$ cat config.mk
export PLATFORM = sky130hd
export DESIGN_NAME = vga_sync_gen_flat
export DESIGN_NICKNAME = d
export VERILOG_FILES = /design/src/rtl/vga_sync_gen_if.sv /design/src/rtl/vga_sync_gen.sv /design/src/flat_wrapper.sv
export SDC_FILE = /design/constraint.sdc
export NUM_CORES = 1
export LEC_CHECK = 0
export ABC_AREA = 1
export CORE_ASPECT_RATIO = 1.5
export CORE_UTILIZATION = 51
export CTS_CLUSTER_DIAMETER = 80
export DETAILED_ROUTE_END_ITERATION = 10
export GPL_TIMING_DRIVEN = 0
export PLACE_DENSITY = 0.79
export REMOVE_ABC_BUFFERS = 1
export SYNTH_ARGS = -nofsm -noshare
export SYNTH_HDL_FRONTEND = slang
export SYNTH_SLANG_ARGS = --single-unit
$ cat constraint.sdc
create_clock -name clk -period 2.1 [get_ports clk]
set_input_delay 0.42 -clock clk [delete_from_list [all_inputs] [get_ports clk]]
set_output_delay 0.42 -clock clk [all_outputs]
set_load 0.01 [all_outputs]
$ cat src/rtl/vga_sync_gen_if.sv
// Bus between the VGA raster timing generator and its consumers.
// The master side is the generator: it takes the pixel tick and drives the
// counts, syncs, video_on and strobes. The slave side is a renderer.
// frame_cnt exists only when VGA_FRAME_CNT_EN is defined.
interface vga_sync_gen_if #(
    parameter int CNT_W = 10
);
    logic             pix_tick;
    logic [CNT_W-1:0] hcount;
    logic [CNT_W-1:0] vcount;
    logic             hsync;
    logic             vsync;
    logic             video_on;
    logic             line_end;
    logic             frame_end;
`ifdef VGA_FRAME_CNT_EN
    logic [15:0]      frame_cnt;
`endif

    modport master (
`ifdef VGA_FRAME_CNT_EN
        output frame_cnt,
`endif
        input  pix_tick,
        output hcount,
        output vcount,
        output hsync,
        output vsync,
        output video_on,
        output line_end,
        output frame_end
    );

    modport slave (
`ifdef VGA_FRAME_CNT_EN
        input  frame_cnt,
`endif
        output pix_tick,
        input  hcount,
        input  vcount,
        input  hsync,
        input  vsync,
        input  video_on,
        input  line_end,
        input  frame_end
    );
endinterface

$ cat src/rtl/vga_sync_gen.sv
// VGA raster timing generator.
// Advances a column/line counter pair once per pix_tick. hsync, vsync and
// video_on are decoded from the next-state counts and registered, so they
// always describe the hcount/vcount visible in the same cycle. line_end and
// frame_end are combinational strobes that fire on the tick that leaves the
// last pixel of a line / frame.
// Optional feature: define VGA_FRAME_CNT_EN to add a 16-bit wrapping frame
// counter (frame_cnt) that steps on every frame_end.
// Handshake: pix_tick is a one-clk enable with no back-pressure; the
// generator consumes every tick it sees, and nothing advances without one.
module vga_sync_gen #(
    parameter int H_VISIBLE = 640,
    parameter int H_FP      = 16,
    parameter int H_SYNC    = 96,
    parameter int H_BP      = 48,
    parameter int V_VISIBLE = 480,
    parameter int V_FP      = 10,
    parameter int V_SYNC    = 2,
    parameter int V_BP      = 33,
    parameter bit HS_POL    = 1'b0,
    parameter bit VS_POL    = 1'b0,
    parameter int CNT_W     = 10
) (
    input  logic           clk,
    input  logic           rst,
    vga_sync_gen_if.master bus
);
    localparam int H_TOTAL = H_VISIBLE + H_FP + H_SYNC + H_BP;
    localparam int V_TOTAL = V_VISIBLE + V_FP + V_SYNC + V_BP;

    localparam logic [CNT_W-1:0] H_LAST   = CNT_W'(H_TOTAL - 1);
    localparam logic [CNT_W-1:0] V_LAST   = CNT_W'(V_TOTAL - 1);
    localparam logic [CNT_W-1:0] H_VIS    = CNT_W'(H_VISIBLE);
    localparam logic [CNT_W-1:0] V_VIS    = CNT_W'(V_VISIBLE);
    localparam logic [CNT_W-1:0] HS_START = CNT_W'(H_VISIBLE + H_FP);
    localparam logic [CNT_W-1:0] HS_STOP  = CNT_W'(H_VISIBLE + H_FP + H_SYNC);
    localparam logic [CNT_W-1:0] VS_START = CNT_W'(V_VISIBLE + V_FP);
    localparam logic [CNT_W-1:0] VS_STOP  = CNT_W'(V_VISIBLE + V_FP + V_SYNC);

    logic [CNT_W-1:0] hcount_q, hcount_d;
    logic [CNT_W-1:0] vcount_q, vcount_d;
    logic             hsync_q, hsync_d;
    logic             vsync_q, vsync_d;
    logic             video_on_q, video_on_d;
    logic             line_end;
    logic             frame_end;

    // Next-state counts and the sync/blanking decode of those counts
    always_comb begin
        hcount_d = hcount_q;
        vcount_d = vcount_q;
        if (bus.pix_tick) begin
            if (hcount_q == H_LAST) begin
                hcount_d = '0;
                vcount_d = (vcount_q == V_LAST) ? '0 : vcount_q + CNT_W'(1);
            end else begin
                hcount_d = hcount_q + CNT_W'(1);
            end
        end
        hsync_d    = ((hcount_d >= HS_START) && (hcount_d < HS_STOP)) ? HS_POL : ~HS_POL;
        vsync_d    = ((vcount_d >= VS_START) && (vcount_d < VS_STOP)) ? VS_POL : ~VS_POL;
        video_on_d = (hcount_d < H_VIS) && (vcount_d < V_VIS);
    end

    // Counter and decoded-output registers; reset returns to pixel (0,0)
    always_ff @(posedge clk) begin
        if (rst) begin
            hcount_q   <= '0;
            vcount_q   <= '0;
            hsync_q    <= ~HS_POL;
            vsync_q    <= ~VS_POL;
            video_on_q <= 1'b1;
        end else begin
            hcount_q   <= hcount_d;
            vcount_q   <= vcount_d;
            hsync_q    <= hsync_d;
            vsync_q    <= vsync_d;
            video_on_q <= video_on_d;
        end
    end

    // Strobes mark the tick that leaves the last pixel; suppressed in reset
    always_comb begin
        line_end  = ~rst & bus.pix_tick & (hcount_q == H_LAST);
        frame_end = line_end & (vcount_q == V_LAST);
    end

    assign bus.hcount    = hcount_q;
    assign bus.vcount    = vcount_q;
    assign bus.hsync     = hsync_q;
    assign bus.vsync     = vsync_q;
    assign bus.video_on  = video_on_q;
    assign bus.line_end  = line_end;
    assign bus.frame_end = frame_end;

`ifdef VGA_FRAME_CNT_EN
    logic [15:0] frame_cnt_q;

    // Frame counter for animation phase; wraps naturally at 16 bits
    always_ff @(posedge clk) begin
        if (rst) begin
            frame_cnt_q <= '0;
        end else if (frame_end) begin
            frame_cnt_q <= frame_cnt_q + 16'd1;
        end
    end

    assign bus.frame_cnt = frame_cnt_q;
`endif
endmodule

$ cat src/flat_wrapper.sv
// flat-port wrapper written by rule: the top's interface ports become plain ports
module vga_sync_gen_flat 
#(
    parameter int H_VISIBLE = 640,
    parameter int H_FP      = 16,
    parameter int H_SYNC    = 96,
    parameter int H_BP      = 48,
    parameter int V_VISIBLE = 480,
    parameter int V_FP      = 10,
    parameter int V_SYNC    = 2,
    parameter int V_BP      = 33,
    parameter bit HS_POL    = 1'b0,
    parameter bit VS_POL    = 1'b0,
    parameter int CNT_W     = 10
)
  (clk, rst, bus_pix_tick, bus_hcount, bus_vcount, bus_hsync, bus_vsync, bus_video_on, bus_line_end, bus_frame_end);
  vga_sync_gen_if #(.CNT_W(CNT_W)) bus_i ();
  input  logic clk;
  input  logic rst;
  input wire logic [$bits(bus_i.pix_tick)-1:0] bus_pix_tick;
  output wire logic [$bits(bus_i.hcount)-1:0] bus_hcount;
  output wire logic [$bits(bus_i.vcount)-1:0] bus_vcount;
  output wire logic [$bits(bus_i.hsync)-1:0] bus_hsync;
  output wire logic [$bits(bus_i.vsync)-1:0] bus_vsync;
  output wire logic [$bits(bus_i.video_on)-1:0] bus_video_on;
  output wire logic [$bits(bus_i.line_end)-1:0] bus_line_end;
  output wire logic [$bits(bus_i.frame_end)-1:0] bus_frame_end;
  assign bus_i.pix_tick = bus_pix_tick;
  assign bus_hcount = bus_i.hcount;
  assign bus_vcount = bus_i.vcount;
  assign bus_hsync = bus_i.hsync;
  assign bus_vsync = bus_i.vsync;
  assign bus_video_on = bus_i.video_on;
  assign bus_line_end = bus_i.line_end;
  assign bus_frame_end = bus_i.frame_end;
  vga_sync_gen #(.H_VISIBLE(H_VISIBLE), .H_FP(H_FP), .H_SYNC(H_SYNC), .H_BP(H_BP), .V_VISIBLE(V_VISIBLE), .V_FP(V_FP), .V_SYNC(V_SYNC), .V_BP(V_BP), .HS_POL(HS_POL), .VS_POL(VS_POL), .CNT_W(CNT_W)) u_core (.clk(clk), .rst(rst), .bus(bus_i));
endmodule
Word-level counts from Yosys, hierarchy flattened
Index checks and enable logic that the tools add are counted.

storage, ports and cells
  register bits = 23
  output and inout bits = 25
  logic and storage cells = 29

cells by class
  $add $sub $neg = 2
  magnitude comparators = 6
  equal/unequal tests = 2
  multiplexer cells = 7
  bitwise logic cells = 4
  reduce and logical (&&, ||, !) cells = 3

operators by type and width
  cell                                                                count
  two-way mux 10 bit                                                  5
  adder 10 x 1 -> 10 bit, second input constant                       2
  == test 10 bit, second input constant                               2
  < comparator 10 bit, second input constant                          2
  < comparator 10 x 9 -> 1 bit, second input constant                 2
  greater-or-equal comparator 10 bit, second input constant           1
  greater-or-equal comparator 10 x 9 -> 1 bit, second input constant  1
  AND 1 bit                                                           3
  logical AND 1 bit                                                   3
  two-way mux 1 bit                                                   2
  inverter 1 bit                                                      1

Logic depth before layout (Yosys ltp)
Gate-level depths: netlist (run 1).

  word-level depth = 7
  mapped depth = 12

Worst setup path before layout (run 1)
No wires, ideal clock.

  kind = reg2out
  start = register u_core.hcount_q[0] (netlist: u_core.bus.hcount[0])
  end = output bus_frame_end
  arrival time = 1.372 ns
  path slack = 0.308 ns
  cell stages (with the launch flop) = 6
  path buffers = 0
  cells stage by stage = dfxtp_1 -> ha_1 -> nand4_2 -> nor2_4 -> nand2_2 -> nor3_1

on the way
  longest elaborated chain between the ends = 3

RTL lines
  item                      line                RTL
  start: declaration        vga_sync_gen.sv:40  logic [CNT_W-1:0] hcount_q, hcount_d;
  start signal: assignment  vga_sync_gen.sv:74  hcount_q <= hcount_d;
  == test 10 bit            vga_sync_gen.sv:84  line_end = ~rst & bus.pix_tick & (hcount_q == H_LAST);
  AND 1 bit                 vga_sync_gen.sv:84
  AND 1 bit                 vga_sync_gen.sv:85  frame_end = line_end & (vcount_q == V_LAST);
  end: declaration          flat_wrapper.sv:27  output wire logic [$bits(bus_i.frame_end)-1:0] bus_frame_end;

Every way passes these cells.

Final worst setup path (run 1)
  start = register u_core.hcount_q[1] (netlist: u_core.bus.hcount[1])
  end = output bus_frame_end

Same word-level chain as after synthesis.

==> impl.org, run 1 <==
** STA
- The number of endpoints with negative hold slack in the final report was 0.
- Setup repair after global routing missed its margin :: no
- Count of endpoints failing setup in the final report :: 0
- Worst Setup Slack, final :: approximately 0.14 ns
- On the final layout, the worst clock skew is 0.004452 ns.
- In this run the tightest slew margin relative to its limit is 54.57%.
- Final-report max-slew violation count :: 0
- For this run, the top clock speed supported by timing is 509.7 MHz.
- Setup tns final :: 0 ns
- For the pin with the worst max-slew slack, the measured transition is 0.6814 ns.
- Tcrit/Tclk final :: 93.43%
- Minimum clock period :: 1.962 ns

** Cells and area
- Leaving out fill and tap cells, the most frequent cell in the layout is nand2_1.
- Post-layout net count :: 256
- After filler insertion, the fill cell instance count of the layout stands at 237.
- Final design utilization :: 70.31%
- Leaving out fill and tap cells, the most frequent cells in the layout are nand2_1, nor2_1, inv_1.
- Ant. Diodes :: 0
- Multi-input combinational cell area :: 807.0 um^2
- Register cell area after layout :: approximately 470 um^2
- Layout Cell Area excl Fill :: about 1800 um^2
- Layout cell share with drive strength beyond 1 :: 16.06%
- Synth-to-Final Area Change :: 27.62%
- Final non-filler cell total :: 285

** Yosys
- Mapped Cells :: 215
- The netlist uses 27 different library cells.
- Yosys printed 0 warnings.
- The most used flip-flop cell after synthesis is dfxtp_1.
- After synthesis, the mean cell area works out to 6.489 um^2.
- Counting flops with a built-in enable in the synthesized netlist gives 0.
- The cell area that synthesis handed to floorplanning was between 1000 and 1500 um^2.
- After synthesis, the share of flip-flops with an asynchronous set or reset is 0%.
- In this run, synthesis produced a sequential element count of 23.
- Share of synthesized area occupied by flip-flops and latches :: approximately a third

** Drt
- After detailed routing, the number of remaining DRC violations is 0.
- Pre-Repair DR Iteration Count :: 4
- Dividing the detail-routed via count by the number of cells gives 5.049.
- For this block, the via count after detailed routing is 1439.
- The detail route stage leaves a number of antenna-violating nets equal to 0.
- Detail-routed net length per standard cell :: 11.09 um
- Wire length after detailed routing :: 3162 um
- In this run, the number of DRC markers left after iteration 0 of detailed routing was 31.

** Placed design
- Before CTS, the worst setup slack after placement is -0.5543 ns.
- DP Cell Count :: 274
- Post-place instance area :: 1692 um^2
- Weighted congestion at the end of routability-driven global placement :: 0.8246
- Port buffering added 27 buffers.
- Final HPWL from detailed placement :: 2330 um

** Run
- The tool flagged a number of max-cap violations equal to 0.

** Clock tree
- CTS tree :: built
- CTS Buf Count :: 3
- CTS placed an instance of clkbuf_4 at the clock tree root.
- CTS Sinks :: 23
- CTS built an H-tree with a depth of 1.
- Clock latency on the worst-skew pair, taken at its later pin, is just over 0.3 ns.
- Hold-fix buffers, CTS :: 0
- Clock transition at path regs :: around 0.12 ns
- Clock Path Buffers :: 2

** Worst setup path
- The critical path in this run is classified as flip-flop to primary output.
- STA classifies the critical path endpoint as a primary output.
- Required time reported for the critical path endpoint :: ~1.7 ns
- STA classifies the critical path startpoint as a flip-flop.
- Data arrival time at the worst-slack endpoint :: 1.54 ns
- Counting cells, the worst reg-to-reg path comes to 13.
- Along the worst path, the maximum fanout reaches 4.

** Die
- Core outline area :: 2532 um^2
- The die covers around 3000 um^2.
- Die Ht :: between 60 and 70 um
- Initial core utilization :: a little under three fifths
- Standard-cell rows :: 22
- X dimension of the die :: about 45 um
- During I/O placement, the number of pins put on the boundary was 28.

** Status
- The run finished with clean final reports.

** Power and ir drop
- Static Leakage :: 0.7593 nW
- The share of total power dissipated in combinational logic is 6.6%.
- Highest ir drop seen on vdd :: 295.1 uV
- Switch Pwr :: 0.0001673 W
- Net switching share of the total power :: 24.04%
- Pwr/cell area :: slightly below 400 nW/um^2
- Internal power contribution :: roughly 0.00053 W
- Sequential cells account for 63.8% of the total power.
- Clk pwr share :: 29.6%

** Min path
- The tightest min-delay check is of the flip-flop to flip-flop type.
- Cell count of the worst hold path :: 2

** GRT
- Largest net degree at the start of global routing :: 20
- For this run the aggregate overflow at the end of global routing stands at 0.
- The initial antenna violation count came to 0.
- Wire length of the first global-routing pass :: 5416 um
- The number of global-route vias before repair is 1358.
- GRT Total Usage :: 24.78%
[path summary, 6_finish.rpt]
check,start,endpoint,slack (ns)
setup reg to reg,u_core.bus.vcount[0]$_SDFF_PP0_,u_core.bus.vsync$_SDFF_PP1_,0.29
hold / removal,u_core.bus.vcount[1]$_SDFF_PP0_,u_core.bus.vcount[1]$_SDFF_PP0_,0.50
hold reg to reg,u_core.bus.vcount[1]$_SDFF_PP0_,u_core.bus.vcount[1]$_SDFF_PP0_,0.50
setup / recovery,u_core.bus.hcount[1]$_SDFF_PP0_,bus_frame_end,0.14
[layout make-up]
cell class | count | share of cell area [%]
multi-input combinational | 155 | 45.33
sequential | 23 | 26.42
timing repair buffer | 34 | 17.22
inverter | 33 | 6.957
tap | 36 | 2.530
clock buffer | 3 | 1.265
clock inverter | 1 | 0.2811
[state kept, by name, indices dropped and copies added, names as in the netlist]
signal / cells
u_core.bus.hcount: 10
u_core.bus.hsync: 1
u_core.bus.vsync: 1
u_core.bus.video_on: 1
u_core.bus.vcount: 10
[logic make-up after synthesis]
logic type,after synthesis,share of synthesized area [%]
and+or+nand+nor,135,45.92
buffers and inverters,37,10.22
DFF,23,33.00
AOI/OAI and AO/OA,12,5.022
adders and majority gates,3,2.691
xor gates and xnor gates,5,3.140
[worst max-delay path, cell delays in order (launching register included)]
cell	delay [ns]
dfxtp_2	0.37
ha_2	0.21
nand4_2	0.13
nor2_4	0.14
nand2_2	0.09
nor3_2	0.15
buf_2	0.15
[layer usage]
metal	vias up	wire length, um	track usage (%)
met3	8	91	3.279
met5	-	0	0
met4	0	62	12.12
li1	752	-	-
met1	645	1317	26.99
met2	34	1691	45.04
[power by group through the flow]
stage                     clock (W)  combinational [W]  sequential, W
final                      0.000206          0.0000462       0.000444
after detailed placement          0          0.0000440       0.000457
after global routing       0.000235          0.0000526       0.000445
after CTS                  0.000211          0.0000469       0.000446
after floorplan                   0          0.0000156       0.000458
after global placement            0          0.0000434       0.000457
[through the flow]
step | hold slack, ns | power (W)
floorplan | 0.4891 | 0.0004736
global placement | 0.5210 | 0.0005000
detailed placement | 0.5242 | 0.0005009
CTS | 0.5279 | 0.0007030
global route | 0.5194 | 0.0007324
finish | 0.5030 | 0.0006959
[synthesized netlist by cell type, drive strengths merged, types with 4 or more instances]
master / count / area share, %
dfxtp: 23 / 33
o21ai: 7 / 2.8
nor3: 7 / 2.9
nand4: 14 / 7.6
nor2: 40 / 12
nand3: 20 / 7.9
inv: 30 / 8.1
a21oi: 4 / 1.4
nand2: 52 / 15
[what timing repair did]
action,4_1_cts,5_1_grt
gates resized for setup,14,10
pin swaps,1,4
endpoints found under the setup margin,4,5
gates cloned,0,0
buffers inserted,6,2
Note: power is estimated with default switching activity, not from simulation.
==> inputs of run 2 (changes only) <==
- CORE_UTILIZATION: 51 -> 46
- PLACE_DENSITY: 0.79 -> 0.75
- clock period: 2.1 -> 1.6 ns (I/O delays scaled with it)
==> impl.org, run 2 (same netlist as run 1, synthesis figures left out) <==
** Worst setup path
- Critical path buffer and inverter count :: 2 (+1)
- Grouping stages by cell kind, the critical path spends the most delay in simple AND/OR/NAND/NOR gates.
- The worst setup path is captured at a primary output.
- The largest fanout of any net on the critical path is 2 (-2).
- The endpoint arrival time on the critical path was 1.52 ns (-0.02 ns).
- The signal on the critical path passes through inv_2, ha_4, nand2_2, nor2_2, nand4_1, nor3_2, buf_2.
- The largest stage delay on the critical path came to 0.34 ns (-0.03 ns).
- The worst setup path is of the flip-flop to primary output kind.
- Required time reported for the critical path endpoint :: 1.28 ns (-0.40 ns)
- The slowest stage of the critical path belongs to the cell dfxtp_2.
- STA classifies the critical path startpoint as a flip-flop.
- Slack of the worst reg-to-reg path :: -0.12 ns (-0.41 ns)

** STA
- Tightest Pin Transition :: 0.7680 ns (+0.08656 ns)
- The number of endpoints with negative hold slack in the final report is 0 (unchanged).
- Setup repair after global routing missed its margin :: yes
- Tcrit/Tclk final :: 115.1%
- The total setup violations reported at the end of the flow came to 10 (+10).
- The max-slew violation total from the final report was 0 (unchanged).
- The post-layout worst setup margin came to -0.2420 ns (-0.3799 ns).
- Minimum clock period :: 1.842 ns
- The setup skew after layout came to 0.001761 ns (-0.002691 ns).
- Peak Freq :: 542.9 MHz
- The remaining max-slew budget at the tightest pin was 48.80% (-5.8 points).

** Drt
- Total number of vias :: 1743 (+21%)
- Residual DRC :: 1 (+1)
- The wire length on met3 came to 215 um (+140%).
- The met2 wire length came to 2858 um (+69%).
- The number of nets still failing antenna checks after routing came to 0 (unchanged).
- The final wirelength was 5111 um (+62%).
- The mean routed wirelength per cell is 16.38 um (+48%).
- Pre-Repair DR Iteration Count :: 7 (+3)
- 1st-iter DRT viols :: 114 (+270%)
- The average vias per placed instance is 5.587 (+11%).
- Top routing layer used :: met4
- Length of routed wiring on met1 :: 1812 um (+38%)

** Power and ir drop
- Post-layout power :: 0.001025 W (+47%)
- The power density normalized to cell area came to 443.1 nW/um^2 (+13%).
- Static Leakage :: 1.005 nW (+32%)
- Highest ir drop seen on vdd :: 400.2 uV (+36%)

** Cells and area
- Most frequent standard cell in the layout excluding fill and tap cells :: nand2_1
- The fraction of layout cells with a size suffix above 1 was 44.32% (+28 points).
- The number of nets in the final layout is 280 (+9.4%).
- In the layout the commonest cells are nand2_1, nor2_1, buf_4.
- The area growth from synthesis to layout is 65.74%.
- Ant. Diodes :: 0 (unchanged)

** Clock tree
- CTS Sinks :: 23 (unchanged)
- CTS Buf Count :: 3 (unchanged)
- The hold buffer count at CTS is 0 (unchanged).
- CTS placed an instance of clkbuf_8 at the clock tree root.
- The number of buffers between clock root and the deepest sink came to 2 (unchanged).
- Clock transition at path regs :: 0.08 ns (-0.04 ns)
- TritonCTS built the clock tree.
- Clock insertion delay at the later pin of the skew report :: 0.27 ns (-0.04 ns)
- H-tree level count :: 1 (unchanged)

** Min path
- The min-delay analysis places its worst path in the category flip-flop to flip-flop.

** Die
- The area of the core region is 2883 um^2 (+14%).
- The die height is 69.45 um (+5.1%).
- The boundary pin count was 28 (unchanged).
- The floorplan row count is 24 (+9.1%).
- X dimension of the die :: 46.97 um (+5.1%)
- The initial standard-cell utilization of the core came to 48.39% (-6.7 points).
- Total die area :: 3262 um^2 (+10%)

** Placed design
- Setup slack at placement :: -0.9421 ns (-0.3878 ns)
- The detailed placement HPWL is 2426 um (+4.1%).
- Number of input and output port buffers inserted :: 27 (unchanged)
- Weighted congestion at the end of routability-driven global placement :: 0.8201 (-0.55%)

** GRT
- The initial antenna violation count was 0 (unchanged).
- Wire length of the first global-routing pass :: 6796 um (+25%)
- Vias in the first global route :: 1581 (+16%)
- GRT Total Usage :: 28.02% (+3.2 points)
- The largest net degree at the start of global routing came to 20 (unchanged).
- GRT Residual Overflow :: 0 (unchanged)

** Status
- Status :: complete, but fails checks
- Violated checks :: design-rule violations, negative setup slack

** Run
- Max cap viols :: 0 (unchanged)
==> run 2: where the power goes <==
| part | internal [W] | switching [W] | total (W) |
|---|---|---|---|
| clock network | 0.000178 | 0.000182 | 0.000360 |
| logic | 0.0000342 | 0.0000543 | 0.0000885 |
| registers | 0.000570 | 0.00000685 | 0.000576 |
| total | 0.000782 | 0.000243 | 0.00102 |
==> run 2: metrics by stage <==
stage	hold slack (ns)	instances	TNS (ns)	area [um^2]	utilization, %
2_1_floorplan	0.3891	211	-0.1663	1376	-
3_3_place_gp	0.5194	277	-11.97	1695	58.81
3_5_place_dp	0.5265	277	-12.20	1695	58.81
4_1_cts	0.5197	304	-0.2697	2053	71.22
5_1_grt	0.5687	312	-1.945	2312	80.21
6_report	0.5515	312	-0.6876	2312	80.21
==> run 2: worst paths after layout <==
path	startpoint	endpoint	cells past startpoint
worst max-delay path	u_core.bus.vcount[1]$_SDFF_PP0_	bus_frame_end	7
worst min-delay path	u_core.bus.vcount[0]$_SDFF_PP0_	u_core.bus.vcount[0]$_SDFF_PP0_	2
worst max register to register	u_core.bus.vcount[1]$_SDFF_PP0_	u_core.bus.video_on$_SDFF_PP1_	13
worst min register to register	u_core.bus.vcount[0]$_SDFF_PP0_	u_core.bus.vcount[0]$_SDFF_PP0_	2
==> run 2: routing by layer <==
layer / up-vias / GRT usage [%]
met2: 80 / 48.92
met5: - / 0
li1: 805 / -
met3: 22 / 2.604
met4: 0 / 11.75
met1: 836 / 32.51
==> run 2: final cells by class <==
class	instances	area (um^2)
Clock buffer	4	45.04
Fill cell	189	570.5
Inverter	33	131.4
Multi-Input combinational cell	155	1069
Sequential cell	23	500.5
Tap cell	39	48.80
Timing Repair Buffer	58	518.0
==> run 2: worst min-delay path, stage by stage, from the launching register on <==
cell     delay (ns)
dfxtp_4        0.36
inv_4          0.06
o21ai_0        0.09
==> run 2: timing repair <==
item | 4_1_cts | 5_1_grt
resized for setup | 71 | 56
setup endpoints to repair | 28 | 19
buffers inserted | 24 | 9
pin swaps | 18 | 29
